<file path="src/rtl/mlp_pkg.sv">
// Shared types and constants for the MLP layer sequencer.
// Descriptor layout, FSM encodings and the MAC control bundle.
package mlp_pkg;

  localparam int DESC_S1 = 0;
  localparam int DESC_S2 = 1;
  localparam int DESC_WN = 2;
  localparam int DESC_STRIDE = 4;
  localparam int WEIGHT_BANKS = 8;
  localparam int BYTES_PER_WORD = 4;

  typedef enum logic [2:0] {
    S_IDLE,
    S_M_REQ,
    S_M_S1,
    S_M_S2,
    S_M_WN,
    S_ROW,
    S_WB_WAIT,
    S_FIN
  } seq_state_t;

  typedef enum logic [2:0] {
    F_IDLE,
    F_ROW,
    F_LO,
    F_HI,
    F_DRAIN
  } fetch_state_t;

  typedef struct packed {
    logic       clr;
    logic       en;
    logic       half;
    logic [3:0] mask;
    logic       last;
  } mac_ctl_t;

  function automatic logic [15:0] line_count(
    input logic [15:0] s1
  );
    logic [16:0] t;
    t = {1'b0, s1} + 17'd7;
    return {2'b00, t[16:3]};
  endfunction

endpackage

</file>
<file path="src/rtl/mlp_layer_sequencer_if.sv">
// Memory port B, MAC control and writeback handshake bundle.
// master = sequencer, slave = memories / datapath / writeback.
interface mlp_layer_sequencer_if #(
  parameter int MODEL_ADDR_WIDTH  = 10,
  parameter int WEIGHT_ADDR_WIDTH = 11,
  parameter int TENSOR_ADDR_WIDTH = 9
);
  logic                         mm_enb;
  logic [MODEL_ADDR_WIDTH-1:0]  mm_addrb;
  logic [17:0]                  mm_dob;
  logic                         wm_enb;
  logic [WEIGHT_ADDR_WIDTH-1:0] wm_addrb;
  logic                         tm_enb;
  logic [TENSOR_ADDR_WIDTH-1:0] tm_addrb;
  logic                         mac_clr;
  logic                         mac_en;
  logic                         mac_half;
  logic [3:0]                   mac_mask;
  logic                         mac_last;
  logic                         wb_req;
  logic [TENSOR_ADDR_WIDTH-1:0] wb_addr;
  logic                         wb_out_base;
  logic                         wb_ack;

  modport master (
    output mm_enb, mm_addrb,
    output wm_enb, wm_addrb,
    output tm_enb, tm_addrb,
    output mac_clr, mac_en, mac_half,
    output mac_mask, mac_last,
    output wb_req, wb_addr, wb_out_base,
    input  mm_dob, wb_ack
  );

  modport slave (
    input  mm_enb, mm_addrb,
    input  wm_enb, wm_addrb,
    input  tm_enb, tm_addrb,
    input  mac_clr, mac_en, mac_half,
    input  mac_mask, mac_last,
    input  wb_req, wb_addr, wb_out_base,
    output mm_dob, wb_ack
  );
endinterface

</file>
<file path="src/rtl/mlp_row_fetch.sv">
// Streams one output row: weight/tensor reads plus aligned MAC
// control, two cycles per weight line (low lanes, high lanes).
module mlp_row_fetch
  import mlp_pkg::*;
#(
  parameter int WEIGHT_ADDR_WIDTH = 11,
  parameter int TENSOR_ADDR_WIDTH = 9
) (
  input  logic                         clk_11MHz,
  input  logic                         resetn,
  input  logic                         row_start,
  input  logic                         in_half,
  input  logic [15:0]                  s1,
  input  logic [WEIGHT_ADDR_WIDTH-1:0] wn,
  input  logic [WEIGHT_ADDR_WIDTH-1:0] r,
  output logic                         row_done,
  output logic                         wm_enb,
  output logic [WEIGHT_ADDR_WIDTH-1:0] wm_addrb,
  output logic                         tm_enb,
  output logic [TENSOR_ADDR_WIDTH-1:0] tm_addrb,
  output mac_ctl_t                     mac
);

  localparam int WAW = WEIGHT_ADDR_WIDTH;
  localparam int TAW = TENSOR_ADDR_WIDTH;

  fetch_state_t   state, state_nx;
  logic [15:0]    j, j_nx, lines;
  logic [WAW-1:0] row_base, row_base_nx;
  logic [3:0]     lo_mask, hi_mask;
  logic           last_line;
  mac_ctl_t       issue;

  function automatic logic [3:0] byte_mask(
    input logic [18:0] first,
    input logic [15:0] s1v
  );
    logic [3:0] m;
    for (int b = 0; b < 4; b++)
      m[b] = (first + 19'(b)) < {3'b000, s1v};
    return m;
  endfunction

  assign lines     = line_count(s1);
  assign last_line = (j == lines - 16'd1);
  assign lo_mask   = byte_mask({j, 3'b000}, s1);
  assign hi_mask   = byte_mask({j, 3'b100}, s1);

  // state, line index, row base and the MAC control delay stage
  always_ff @(posedge clk_11MHz) begin
    if (!resetn) begin
      state    <= F_IDLE;
      j        <= '0;
      row_base <= '0;
      mac      <= '0;
    end else begin
      state    <= state_nx;
      j        <= j_nx;
      row_base <= row_base_nx;
      mac      <= issue;
    end
  end

  // read issue, mask generation and line sequencing
  always_comb begin
    state_nx    = state;
    j_nx        = j;
    row_base_nx = row_base;
    issue       = '0;
    wm_enb      = 1'b0;
    wm_addrb    = '0;
    tm_enb      = 1'b0;
    tm_addrb    = '0;
    row_done    = 1'b0;
    unique case (state)
      F_IDLE: begin
        if (row_start) state_nx = F_ROW;
      end
      F_ROW: begin
        j_nx        = '0;
        row_base_nx = wn + r * lines[WAW-1:0];
        state_nx    = F_LO;
      end
      F_LO: begin
        wm_enb     = 1'b1;
        wm_addrb   = row_base + j[WAW-1:0];
        tm_enb     = 1'b1;
        tm_addrb   = {in_half, j[TAW-3:0], 1'b0};
        issue.en   = 1'b1;
        issue.clr  = (j == 16'd0);
        issue.mask = lo_mask;
        // an empty high half only happens on the last line
        if (hi_mask == 4'h0) begin
          issue.last = 1'b1;
          state_nx   = F_DRAIN;
        end else begin
          state_nx   = F_HI;
        end
      end
      F_HI: begin
        wm_enb     = 1'b1;
        wm_addrb   = row_base + j[WAW-1:0];
        tm_enb     = 1'b1;
        tm_addrb   = {in_half, j[TAW-3:0], 1'b1};
        issue.en   = 1'b1;
        issue.half = 1'b1;
        issue.mask = hi_mask;
        issue.last = last_line;
        if (last_line) begin
          state_nx = F_DRAIN;
        end else begin
          j_nx     = j + 16'd1;
          state_nx = F_LO;
        end
      end
      F_DRAIN: begin
        row_done = 1'b1;
        state_nx = F_IDLE;
      end
      default: state_nx = F_IDLE;
    endcase
  end

endmodule

</file>
<file path="src/rtl/mlp_layer_sequencer.sv">
// Layer descriptor walk and writeback handshake; row streaming
// is delegated to mlp_row_fetch. Tensor halves ping-pong per layer.
module mlp_layer_sequencer
  import mlp_pkg::*;
#(
  parameter int MODEL_ADDR_WIDTH  = 10,
  parameter int WEIGHT_ADDR_WIDTH = 11,
  parameter int TENSOR_ADDR_WIDTH = 9
) (
  input  logic                  clk_11MHz,
  input  logic                  resetn,
  input  logic                  start,
  input  logic [7:0]            n_layers,
  mlp_layer_sequencer_if.master bus,
  output logic                  busy,
  output logic                  done,
  output logic                  err
);

  localparam int MAW = MODEL_ADDR_WIDTH;
  localparam int WAW = WEIGHT_ADDR_WIDTH;
  localparam int TAW = TENSOR_ADDR_WIDTH;

  seq_state_t     state, state_nx;
  logic [7:0]     layer, layer_nx;
  logic [15:0]    r, r_nx;
  logic [15:0]    s1, s1_nx, s2, s2_nx;
  logic [15:0]    wn, wn_nx;
  logic           in_half, in_half_nx;
  logic           err_nx;
  logic           row_start, row_done;
  logic [MAW-1:0] desc_base;
  logic [8:0]     layer_inc;
  mac_ctl_t       mac;
  logic           unused_dob;

  assign unused_dob = ^bus.mm_dob[17:16];
  assign desc_base  = MAW'({layer, 2'b00});
  assign layer_inc  = {1'b0, layer} + 9'd1;

  mlp_row_fetch #(
    .WEIGHT_ADDR_WIDTH(WAW),
    .TENSOR_ADDR_WIDTH(TAW)
  ) u_fetch (
    .clk_11MHz(clk_11MHz),
    .resetn   (resetn),
    .row_start(row_start),
    .in_half  (in_half),
    .s1       (s1),
    .wn       (wn[WAW-1:0]),
    .r        (r[WAW-1:0]),
    .row_done (row_done),
    .wm_enb   (bus.wm_enb),
    .wm_addrb (bus.wm_addrb),
    .tm_enb   (bus.tm_enb),
    .tm_addrb (bus.tm_addrb),
    .mac      (mac)
  );

  assign bus.mac_clr  = mac.clr;
  assign bus.mac_en   = mac.en;
  assign bus.mac_half = mac.half;
  assign bus.mac_mask = mac.mask;
  assign bus.mac_last = mac.last;

  // descriptor, row/layer counters and sticky error
  always_ff @(posedge clk_11MHz) begin
    if (!resetn) begin
      state   <= S_IDLE;
      layer   <= '0;
      r       <= '0;
      s1      <= '0;
      s2      <= '0;
      wn      <= '0;
      in_half <= 1'b0;
      err     <= 1'b0;
    end else begin
      state   <= state_nx;
      layer   <= layer_nx;
      r       <= r_nx;
      s1      <= s1_nx;
      s2      <= s2_nx;
      wn      <= wn_nx;
      in_half <= in_half_nx;
      err     <= err_nx;
    end
  end

  // descriptor reads, row launch and writeback handshake
  always_comb begin
    state_nx        = state;
    layer_nx        = layer;
    r_nx            = r;
    s1_nx           = s1;
    s2_nx           = s2;
    wn_nx           = wn;
    in_half_nx      = in_half;
    err_nx          = err;
    row_start       = 1'b0;
    bus.mm_enb      = 1'b0;
    bus.mm_addrb    = '0;
    bus.wb_req      = 1'b0;
    bus.wb_addr     = '0;
    bus.wb_out_base = 1'b0;
    busy            = 1'b1;
    done            = 1'b0;
    unique case (state)
      S_IDLE: begin
        busy = 1'b0;
        if (start) begin
          err_nx     = 1'b0;
          layer_nx   = '0;
          in_half_nx = 1'b0;
          r_nx       = '0;
          state_nx   = (n_layers == 8'd0) ? S_FIN : S_M_REQ;
        end
      end
      S_M_REQ: begin
        bus.mm_enb   = 1'b1;
        bus.mm_addrb = desc_base + MAW'(DESC_S1);
        state_nx     = S_M_S1;
      end
      S_M_S1: begin
        s1_nx        = bus.mm_dob[15:0];
        bus.mm_enb   = 1'b1;
        bus.mm_addrb = desc_base + MAW'(DESC_S2);
        state_nx     = S_M_S2;
      end
      S_M_S2: begin
        s2_nx        = bus.mm_dob[15:0];
        bus.mm_enb   = 1'b1;
        bus.mm_addrb = desc_base + MAW'(DESC_WN);
        state_nx     = S_M_WN;
      end
      S_M_WN: begin
        wn_nx = bus.mm_dob[15:0];
        if (s1 == 16'd0 || s2 == 16'd0) begin
          err_nx   = 1'b1;
          state_nx = S_FIN;
        end else begin
          r_nx      = '0;
          row_start = 1'b1;
          state_nx  = S_ROW;
        end
      end
      S_ROW: begin
        if (row_done) state_nx = S_WB_WAIT;
      end
      S_WB_WAIT: begin
        bus.wb_req      = 1'b1;
        bus.wb_addr     = r[TAW-1:0];
        bus.wb_out_base = ~in_half;
        if (bus.wb_ack) begin
          if (r < s2 - 16'd1) begin
            r_nx      = r + 16'd1;
            row_start = 1'b1;
            state_nx  = S_ROW;
          end else begin
            layer_nx   = layer_inc[7:0];
            in_half_nx = ~in_half;
            state_nx   = (layer_inc < {1'b0, n_layers})
                         ? S_M_REQ : S_FIN;
          end
        end
      end
      S_FIN: begin
        busy     = 1'b0;
        done     = 1'b1;
        state_nx = S_IDLE;
      end
      default: state_nx = S_IDLE;
    endcase
  end

endmodule
</file>
<file path="src/flat_wrapper.sv">
// flat-port wrapper written by rule: the top's interface ports become plain ports
module mlp_layer_sequencer_flat import mlp_pkg::*;
#(
  parameter int MODEL_ADDR_WIDTH  = 10,
  parameter int WEIGHT_ADDR_WIDTH = 11,
  parameter int TENSOR_ADDR_WIDTH = 9
)
  (clk_11MHz, resetn, start, n_layers, busy, done, err, bus_mm_enb, bus_mm_addrb, bus_wm_enb, bus_wm_addrb, bus_tm_enb, bus_tm_addrb, bus_mac_clr, bus_mac_en, bus_mac_half, bus_mac_mask, bus_mac_last, bus_wb_req, bus_wb_addr, bus_wb_out_base, bus_mm_dob, bus_wb_ack);
  mlp_layer_sequencer_if #(.MODEL_ADDR_WIDTH(MODEL_ADDR_WIDTH), .WEIGHT_ADDR_WIDTH(WEIGHT_ADDR_WIDTH), .TENSOR_ADDR_WIDTH(TENSOR_ADDR_WIDTH)) bus_i ();
  input  logic clk_11MHz;
  input  logic resetn;
  input  logic start;
  input  logic [7:0] n_layers;
  output logic busy;
  output logic done;
  output logic err;
  output wire logic [$bits(bus_i.mm_enb)-1:0] bus_mm_enb;
  output wire logic [$bits(bus_i.mm_addrb)-1:0] bus_mm_addrb;
  output wire logic [$bits(bus_i.wm_enb)-1:0] bus_wm_enb;
  output wire logic [$bits(bus_i.wm_addrb)-1:0] bus_wm_addrb;
  output wire logic [$bits(bus_i.tm_enb)-1:0] bus_tm_enb;
  output wire logic [$bits(bus_i.tm_addrb)-1:0] bus_tm_addrb;
  output wire logic [$bits(bus_i.mac_clr)-1:0] bus_mac_clr;
  output wire logic [$bits(bus_i.mac_en)-1:0] bus_mac_en;
  output wire logic [$bits(bus_i.mac_half)-1:0] bus_mac_half;
  output wire logic [$bits(bus_i.mac_mask)-1:0] bus_mac_mask;
  output wire logic [$bits(bus_i.mac_last)-1:0] bus_mac_last;
  output wire logic [$bits(bus_i.wb_req)-1:0] bus_wb_req;
  output wire logic [$bits(bus_i.wb_addr)-1:0] bus_wb_addr;
  output wire logic [$bits(bus_i.wb_out_base)-1:0] bus_wb_out_base;
  input wire logic [$bits(bus_i.mm_dob)-1:0] bus_mm_dob;
  input wire logic [$bits(bus_i.wb_ack)-1:0] bus_wb_ack;
  assign bus_mm_enb = bus_i.mm_enb;
  assign bus_mm_addrb = bus_i.mm_addrb;
  assign bus_wm_enb = bus_i.wm_enb;
  assign bus_wm_addrb = bus_i.wm_addrb;
  assign bus_tm_enb = bus_i.tm_enb;
  assign bus_tm_addrb = bus_i.tm_addrb;
  assign bus_mac_clr = bus_i.mac_clr;
  assign bus_mac_en = bus_i.mac_en;
  assign bus_mac_half = bus_i.mac_half;
  assign bus_mac_mask = bus_i.mac_mask;
  assign bus_mac_last = bus_i.mac_last;
  assign bus_wb_req = bus_i.wb_req;
  assign bus_wb_addr = bus_i.wb_addr;
  assign bus_wb_out_base = bus_i.wb_out_base;
  assign bus_i.mm_dob = bus_mm_dob;
  assign bus_i.wb_ack = bus_wb_ack;
  mlp_layer_sequencer #(.MODEL_ADDR_WIDTH(MODEL_ADDR_WIDTH), .WEIGHT_ADDR_WIDTH(WEIGHT_ADDR_WIDTH), .TENSOR_ADDR_WIDTH(TENSOR_ADDR_WIDTH)) u_core (.clk_11MHz(clk_11MHz), .resetn(resetn), .start(start), .n_layers(n_layers), .bus(bus_i), .busy(busy), .done(done), .err(err));
endmodule
</file>
<file path="config.mk">
export PLATFORM = sky130hd
export DESIGN_NAME = mlp_layer_sequencer_flat
export DESIGN_NICKNAME = d
export VERILOG_FILES = /design/src/rtl/mlp_pkg.sv /design/src/rtl/mlp_layer_sequencer_if.sv /design/src/rtl/mlp_row_fetch.sv /design/src/rtl/mlp_layer_sequencer.sv /design/src/flat_wrapper.sv
export SDC_FILE = /design/constraint.sdc
export NUM_CORES = 1
export LEC_CHECK = 0
export ABC_CLOCK_PERIOD_IN_PS = 8900
export BUFFER_PORTS_ARGS = -buffer_cell sky130_fd_sc_hd__buf_2
export CORE_ASPECT_RATIO = 1.1
export CORE_MARGIN = 3
export CORE_UTILIZATION = 68
export CTS_BUF_LIST = sky130_fd_sc_hd__clkbuf_8
export DETAILED_ROUTE_END_ITERATION = 10
export GPL_ROUTABILITY_DRIVEN = 1
export PLACE_DENSITY = 0.9
export SLEW_MARGIN = 20
export SYNTH_ARGS = -nofsm -noshare
export SYNTH_HDL_FRONTEND = slang
export SYNTH_SLANG_ARGS = --single-unit
export TNS_END_PERCENT = 20
</file>
<file path="constraint.sdc">
create_clock -name clk_11MHz -period 8.9 [get_ports clk_11MHz]
set_input_delay 1.335 -clock clk_11MHz [delete_from_list [all_inputs] [get_ports clk_11MHz]]
set_output_delay 1.335 -clock clk_11MHz [all_outputs]
set_load 0.005 [all_outputs]
</file>
==> impl_results.md, run 1 <==
* TritonCTS clock tree: done
* # hold bufs at CTS at 0
* Finished Cell Area at between 10000 and 15000 um^2
* DR WL/cell at 16.7 um
* Final ANT Viol Nets at 0
* First-pass GRT wire length at between 30 and 40 mm
* Commonest cells in the netlist: nand2_1, inv_1, dfxtp_1, a21oi_1, ha_1
* Post-route minimum period at ~6600 ps
* Pwr dens at approximately 180 nW/um^2
* Die Span Y at 129 um
* LEAKAGE at 0.00452 uW
* Min-delay worst type: reg2reg
* MaxCap Viol Count at 0
* Share of the synthesized area in the top cell type at a little under a quarter
* Crit-path cells: o311ai_2, nor3_1, xnor2_1, nand2_1, fa_1, inv_1, fa_1, inv_1, fa_1, inv_1, fa_1, inv_1, fa_1, xor2_1, xnor2_1, xnor2_1, xnor2_1, xnor2_1, xnor2_1, xnor3_1, nand2_1, a21oi_1
* Ys flop type: dfxtp_1
* Critical path's largest stage delay at between 800 and 900 ps
* Vias in the first global route at ~8500
* CTS max path bufs at 2
* Final worst path period share at roughly three quarters
* Drt pass-1 iters at 5
* Multiplexer share of the synthesized area at less than 1%
* # setup viols final at 0
* Crit-path most repeated cell: xnor2_1
* Average vias per placed instance at 6.13
* Slowest cell on the critical path: o311ai_2
* DP HPWL at approximately 18 mm
* Syn_area_per_cell at 7.78 um^2
* Simple-Gate Fraction of Synth Area at around 26%
* Status: finished, final reports clean
* Slew Viols, Final at 0
* Worst r2r src: u_core.s1[1]$_SDFFE_PN0P_
* Mapped cell area at 9410 um^2
* Crit-path max FO at 12
* Fin nets at 1400
* CP required at a little over 9000 ps
* Post-synth EDFFs at 0
* Crit path launch: u_core.s1[1]$_SDFFE_PN0P_
* Syn_nets at about 1400
* Synth area leaders: dfxtp_1, ha_1, fa_1
* CP startpoint kind: register
* Core area at roughly 13000 um^2
* Die ar. at approximately 15000 um^2
* Die width at 118 um
* Synth unique cells at between 70 and 80
* DRC viols at 0
* Fraction of registers with async set or reset after synthesis at 0%
* Clk sink count at 110
* Crit path max-delay family: adder cells
* Initial antenna violation count at 0
* CTS resizes at 0
* Layout Skew at ~14 ps
* Initial Util at a little over two thirds
* Buffers on Ports at a little over 80
* Adder-Cell Fraction of Synth Area at between 10% and 20%
* Slew headroom at 40.7%
* Vias at 8808
* Io pins at 85
* Layout area overhead at 6.71%
* GRT overflow at 0
* Worst skew pair latency at slightly above 400 ps
* #FFs+latches synth at 110
* Fmax at ~150 MHz
* Most common cell in the netlist: nand2_1
* Hold Startpoint: u_core.wn[3]$_SDFFE_PN0P_
* Ant. Diodes at 0
* Crit. End Element: register
* FP Rows at 44
* Main combinational cell family by area after synthesis: simple AND/OR/NAND/NOR gates
* Placed Area at 9820 um^2
* Xor/xnor share of the synthesized area at 8.68%
* Cells after synthesis at around 1200
* Largest net degree at the start of global routing at just over 50
* Buf+Inv Stages, Crit Path at 4
* Peak ir drop on the vdd network at roughly 0.00017 V
* Worst-Margin Slew at a little under 900 ps
* Layout cells sized above 1 at 11.2%
* Sequential cell area fraction in the yosys report at between 20% and 30%
* RSZ-0062 raised after global routing: no
* Synth Area in Compound Gates at 14.4%
* Number of post-CTS setup repair buffers at 0
* Final setup TNS at 0 ps
* CTS clk-pin slew, worst paths at approximately 110 ps
* Root Driver: clkbuf_8
* 1st-iter DRT viols at 774
* Area leader, netlist: dfxtp_1
* Finished Core Util at about three quarters
* CTS buffer count at 9
* Fillers at a little over 1000
* Crit Path Class: reg2reg
* H-tree levels at 3
* Aggregate global-route resource usage at between 30% and 40%
* Hold Vio Cnt, Final at 0
* Ys Warns at 0
* Post-Route WL at 24.0 mm
* Routability cong. at 0.943
* Crit path DAT at between 6000 and 7000 ps
* Pwr Total at between 1500 and 2000 uW
## cell families after synthesis
logic type               after synthesis
XOR/XNOR                              87
multiplexers                           5
AND/OR/NAND/NOR                      490
adder cells (fa/ha/maj)              122
AO/OA/AOI/OAI                        215
buffers and inverters                180
flip-flops                           110
## tightest hold or removal path: stages, from the launching register on
cell	delay, ps
dfxtp_1	330
nand2_1	50
a21oi_1	50
## flip-flops by register name, indices dropped and copies added (netlist names)
signal	cells
u_core.err	1
u_core.in_half	1
u_core.u_fetch.mac	8
u_core.state	3
u_core.wn	11
u_core.layer	8
u_core.r	16
u_core.s2	16
u_core.u_fetch.state	3
u_core.u_fetch.row_base	11
u_core.s1	16
u_core.u_fetch.j	16
## per-layer routing
| metal | wire, um | track usage [%] | part of all wire, % | vias up |
|---|---|---|---|---|
| met5 | 0 | 0 | 0 | - |
| met4 | 1040 | 15.8 | 4.3 | 0 |
| met3 | 2230 | 4.71 | 9.3 | 77 |
| met2 | 11600 | 55.8 | 48 | 445 |
| met1 | 9200 | 37.2 | 38 | 4124 |
| li1 | - | - | - | 4162 |
## worst paths after layout
| kind | to | slack (ps) | cells past startpoint |
|---|---|---|---|
| max | u_core.u_fetch.row_base[10]$_SDFFE_PN0P_ | 2340 | 22 |
| min | u_core.wn[3]$_SDFFE_PN0P_ | 460 | 2 |
| max reg2reg | u_core.u_fetch.row_base[10]$_SDFFE_PN0P_ | 2340 | 22 |
| min reg2reg | u_core.wn[3]$_SDFFE_PN0P_ | 460 | 2 |
## layout by cell type, fill, tap and decap left out, types with 24 or more instances in the layout
cell	n
nand2_1	199
o21ai_0	37
a21oi_1	92
buf_2	82
dfxtp_1	110
nor2_1	77
inv_1	118
and3_1	27
xor2_1	27
ha_1	81
and2_1	24
nand3_1	24
xnor2_1	56
fa_1	40
## layout make-up
| type | count | area (um^2) | area share, % |
|---|---|---|---|
| clock inverters | 7 | 91.3 | 0.909 |
| clock buffers | 9 | 124 | 1.23 |
| multi-input cells | 919 | 6490 | 64.6 |
| well taps | 184 | 230 | 2.29 |
| repair buffers | 87 | 448 | 4.46 |
| flip-flops and latches | 110 | 2200 | 21.9 |
| inverters | 122 | 458 | 4.56 |
## where the power goes
part / leakage, uW / switching [uW] / total [uW] / internal [uW]
combinational: 0.00353 / 544 / 876 / 331
sequential: 0.000889 / 81.0 / 614 / 533
clock: 0.000105 / 195 / 332 / 137
total: 0.00452 / 820 / 1820 / 1000
## stage by stage
stage          instances  setup slack [ps]  hold slack [ps]
6_report            1438              2340              464
5_1_grt             1438              1990              485
2_1_floorplan       1209              3160              436
3_3_place_gp        1422              2500              443
4_1_cts             1438              2380              463
3_5_place_dp        1422              2370              447
Note: power is estimated with default switching activity, not from simulation.
==> inputs of run 2 (changes only) <==
ABC_CLOCK_PERIOD_IN_PS = 6500   (was 8900)
CORE_UTILIZATION = 63   (was 68)
PLACE_DENSITY = 0.84   (was 0.9)
clock period = 6.5 ns   (was 8.9 ns; I/O delays follow)
==> run 2 against run 1 <==
Register-to-register slack got worse by 2000 ps. Worst hold slack better by 3.6 ps. Power grew 36%. Global-route usage fell by 1.3 points.
==> impl_results.md, run 2 (synthesized netlist as in run 1, its figures left out) <==
* GRT overflow at 0
* Pre-CTS setup slack at 447 ps
* Placed Area at 9870 um^2
* Worst-Margin Slew at around 850 ps
* Io pins at 85
* Combinational Power Share at between 40% and 50%
* Layout Skew at between 10 and 15 ps
* Root Driver: clkbuf_8
* TritonCTS clock tree: done
* First-pass GRT wire length at 39.8 mm
* Clk sink count at 110
* Crit-path max FO at 12
* Routability cong. at between 0.9 and 1
* Slew Viols, Final at 0
* Final worst path period share at between 90% and 100%
* Die Span Y at 134 um
* Pwr dens at 245 nW/um^2
* FP Rows at between 40 and 50
* CTS resizes at 0
* Crit. End Element: register
* Average vias per placed instance at roughly 6.0
* Ant. Diodes at 0
* CTS max path bufs at 2
* Clock share of power at about 18%
* Peak ir drop on the vdd network at approximately 0.00022 V
* Fin nets at ~1400
* CTS clk-pin slew, worst paths at about 110 ps
* Vias in the first global route at 8353
* Initial Util at between 60% and 70%
* # setup viols final at 0
* Final setup TNS at 0 ps
* Layout area overhead at 7.19%
* MaxCap Viol Count at 0
* Hold Vio Cnt, Final at 0
* Core area at approximately 15000 um^2
* Final WS setup at around 380 ps
* Buffers on Ports at slightly above 80
* DRC viols at 0
* Reg power frac at between 30 and 40%
* Slew headroom at 42.6%
* H-tree levels at 3
* Post-route minimum period at approximately 6100 ps
* CP startpoint kind: register
* DP HPWL at 18.3 mm
* Finished Cell Area at between 10000 and 15000 um^2
* Crit path DAT at roughly 6400 ps
* Die width at around 120 um
* Pwr Total at 2470 uW
* Initial antenna violation count at 0
* CTS buffer count at 9
* Fmax at ~160 MHz
* DR WL/cell at ~17 um
* Min-delay worst type: reg2reg
* Hold slack at 467 ps
* LEAKAGE at 0.00456 uW
* CP required at ~6800 ps
* Vias at 8670
* Die ar. at 16400 um^2
* Drt pass-1 iters at 7
* Power Internal at ~1400 uW
* # hold bufs at CTS at 0
* Aggregate global-route resource usage at 30.1%
* RSZ-0062 raised after global routing: no
* Post-Route WL at between 20 and 25 mm
* Most frequent cells in the layout: nand2_1, inv_1, dfxtp_1
* Worst skew pair latency at 410 ps
* Layout cells sized above 1 at between 10% and 20%
* Switching share of power at 44.7%
* Crit Path Class: reg2reg
* Number of post-CTS setup repair buffers at 0
* Status: finished, final reports clean
* 1st-iter DRT viols at 629
* Net Sw Power at between 1000 and 1500 uW
* Largest net degree at the start of global routing at 42
* Most common cell after layout, fill and taps aside: nand2_1
* Final ANT Viol Nets at 0
[run 2: worst paths after layout]
check                                          startpoint                                        to  slack, ps  depth (start not counted)
worst min register to register  u_core.wn[4]$_SDFFE_PN0P_                 u_core.wn[4]$_SDFFE_PN0P_        470                          2
worst min-delay path            u_core.wn[4]$_SDFFE_PN0P_                 u_core.wn[4]$_SDFFE_PN0P_        470                          2
worst max register to register  u_core.s1[1]$_SDFFE_PN0P_  u_core.u_fetch.row_base[10]$_SDFFE_PN0P_        380                         22
worst max-delay path            u_core.s1[1]$_SDFFE_PN0P_  u_core.u_fetch.row_base[10]$_SDFFE_PN0P_        380                         22
[run 2: stage by stage]
| step | std cells | util (%) |
|---|---|---|
| floorplan | 1209 | - |
| global placement | 1435 | 68.1 |
| detailed placement | 1435 | 68.1 |
| CTS | 1451 | 69.5 |
| global route | 1451 | 69.6 |
| finish | 1451 | 69.6 |
[run 2: critical path, cell delays in order, from the launching register on]
cell,delay (ps)
dfxtp_1,440
o311ai_2,770
nor3_1,120
xnor2_1,240
nand2_1,110
fa_1,550
inv_1,60
fa_1,500
inv_1,50
fa_1,480
inv_1,60
fa_1,530
inv_1,50
fa_1,440
xor2_1,170
xnor2_1,210
xnor2_1,160
xnor2_1,160
xnor2_1,170
xnor2_1,160
xnor3_1,410
nand2_1,70
a21oi_1,70
[run 2: metal layers]
| metal | wire, um | global-route usage, % | up-vias | part of all wire, % |
|---|---|---|---|---|
| li1 | - | - | 4181 | - |
| met1 | 9780 | 38.0 | 4070 | 41 |
| met2 | 11700 | 51.1 | 342 | 49 |
| met3 | 1650 | 3.67 | 77 | 6.8 |
| met4 | 864 | 13.6 | 0 | 3.6 |
| met5 | 0 | 0 | - | 0 |
[run 2: layout make-up]
class / instances / area (um^2)
tap: 192 / 240
fill: 1225 / 4420
clock inverter: 7 / 81.3
inverter: 122 / 458
timing repair buffer: 92 / 485
sequential: 110 / 2200
clock buffer: 9 / 124
multi-input combinational: 919 / 6500
[run 2: power by group through the flow]
stage / Clock (uW) / Sequential (uW) / Combinational, uW
4_1_cts: 448 / 833 / 1170
6_report: 442 / 839 / 1190
3_5_place_dp: 0 / 848 / 1160
3_3_place_gp: 0 / 845 / 1120
5_1_grt: 471 / 847 / 1310
2_1_floorplan: 0 / 774 / 954
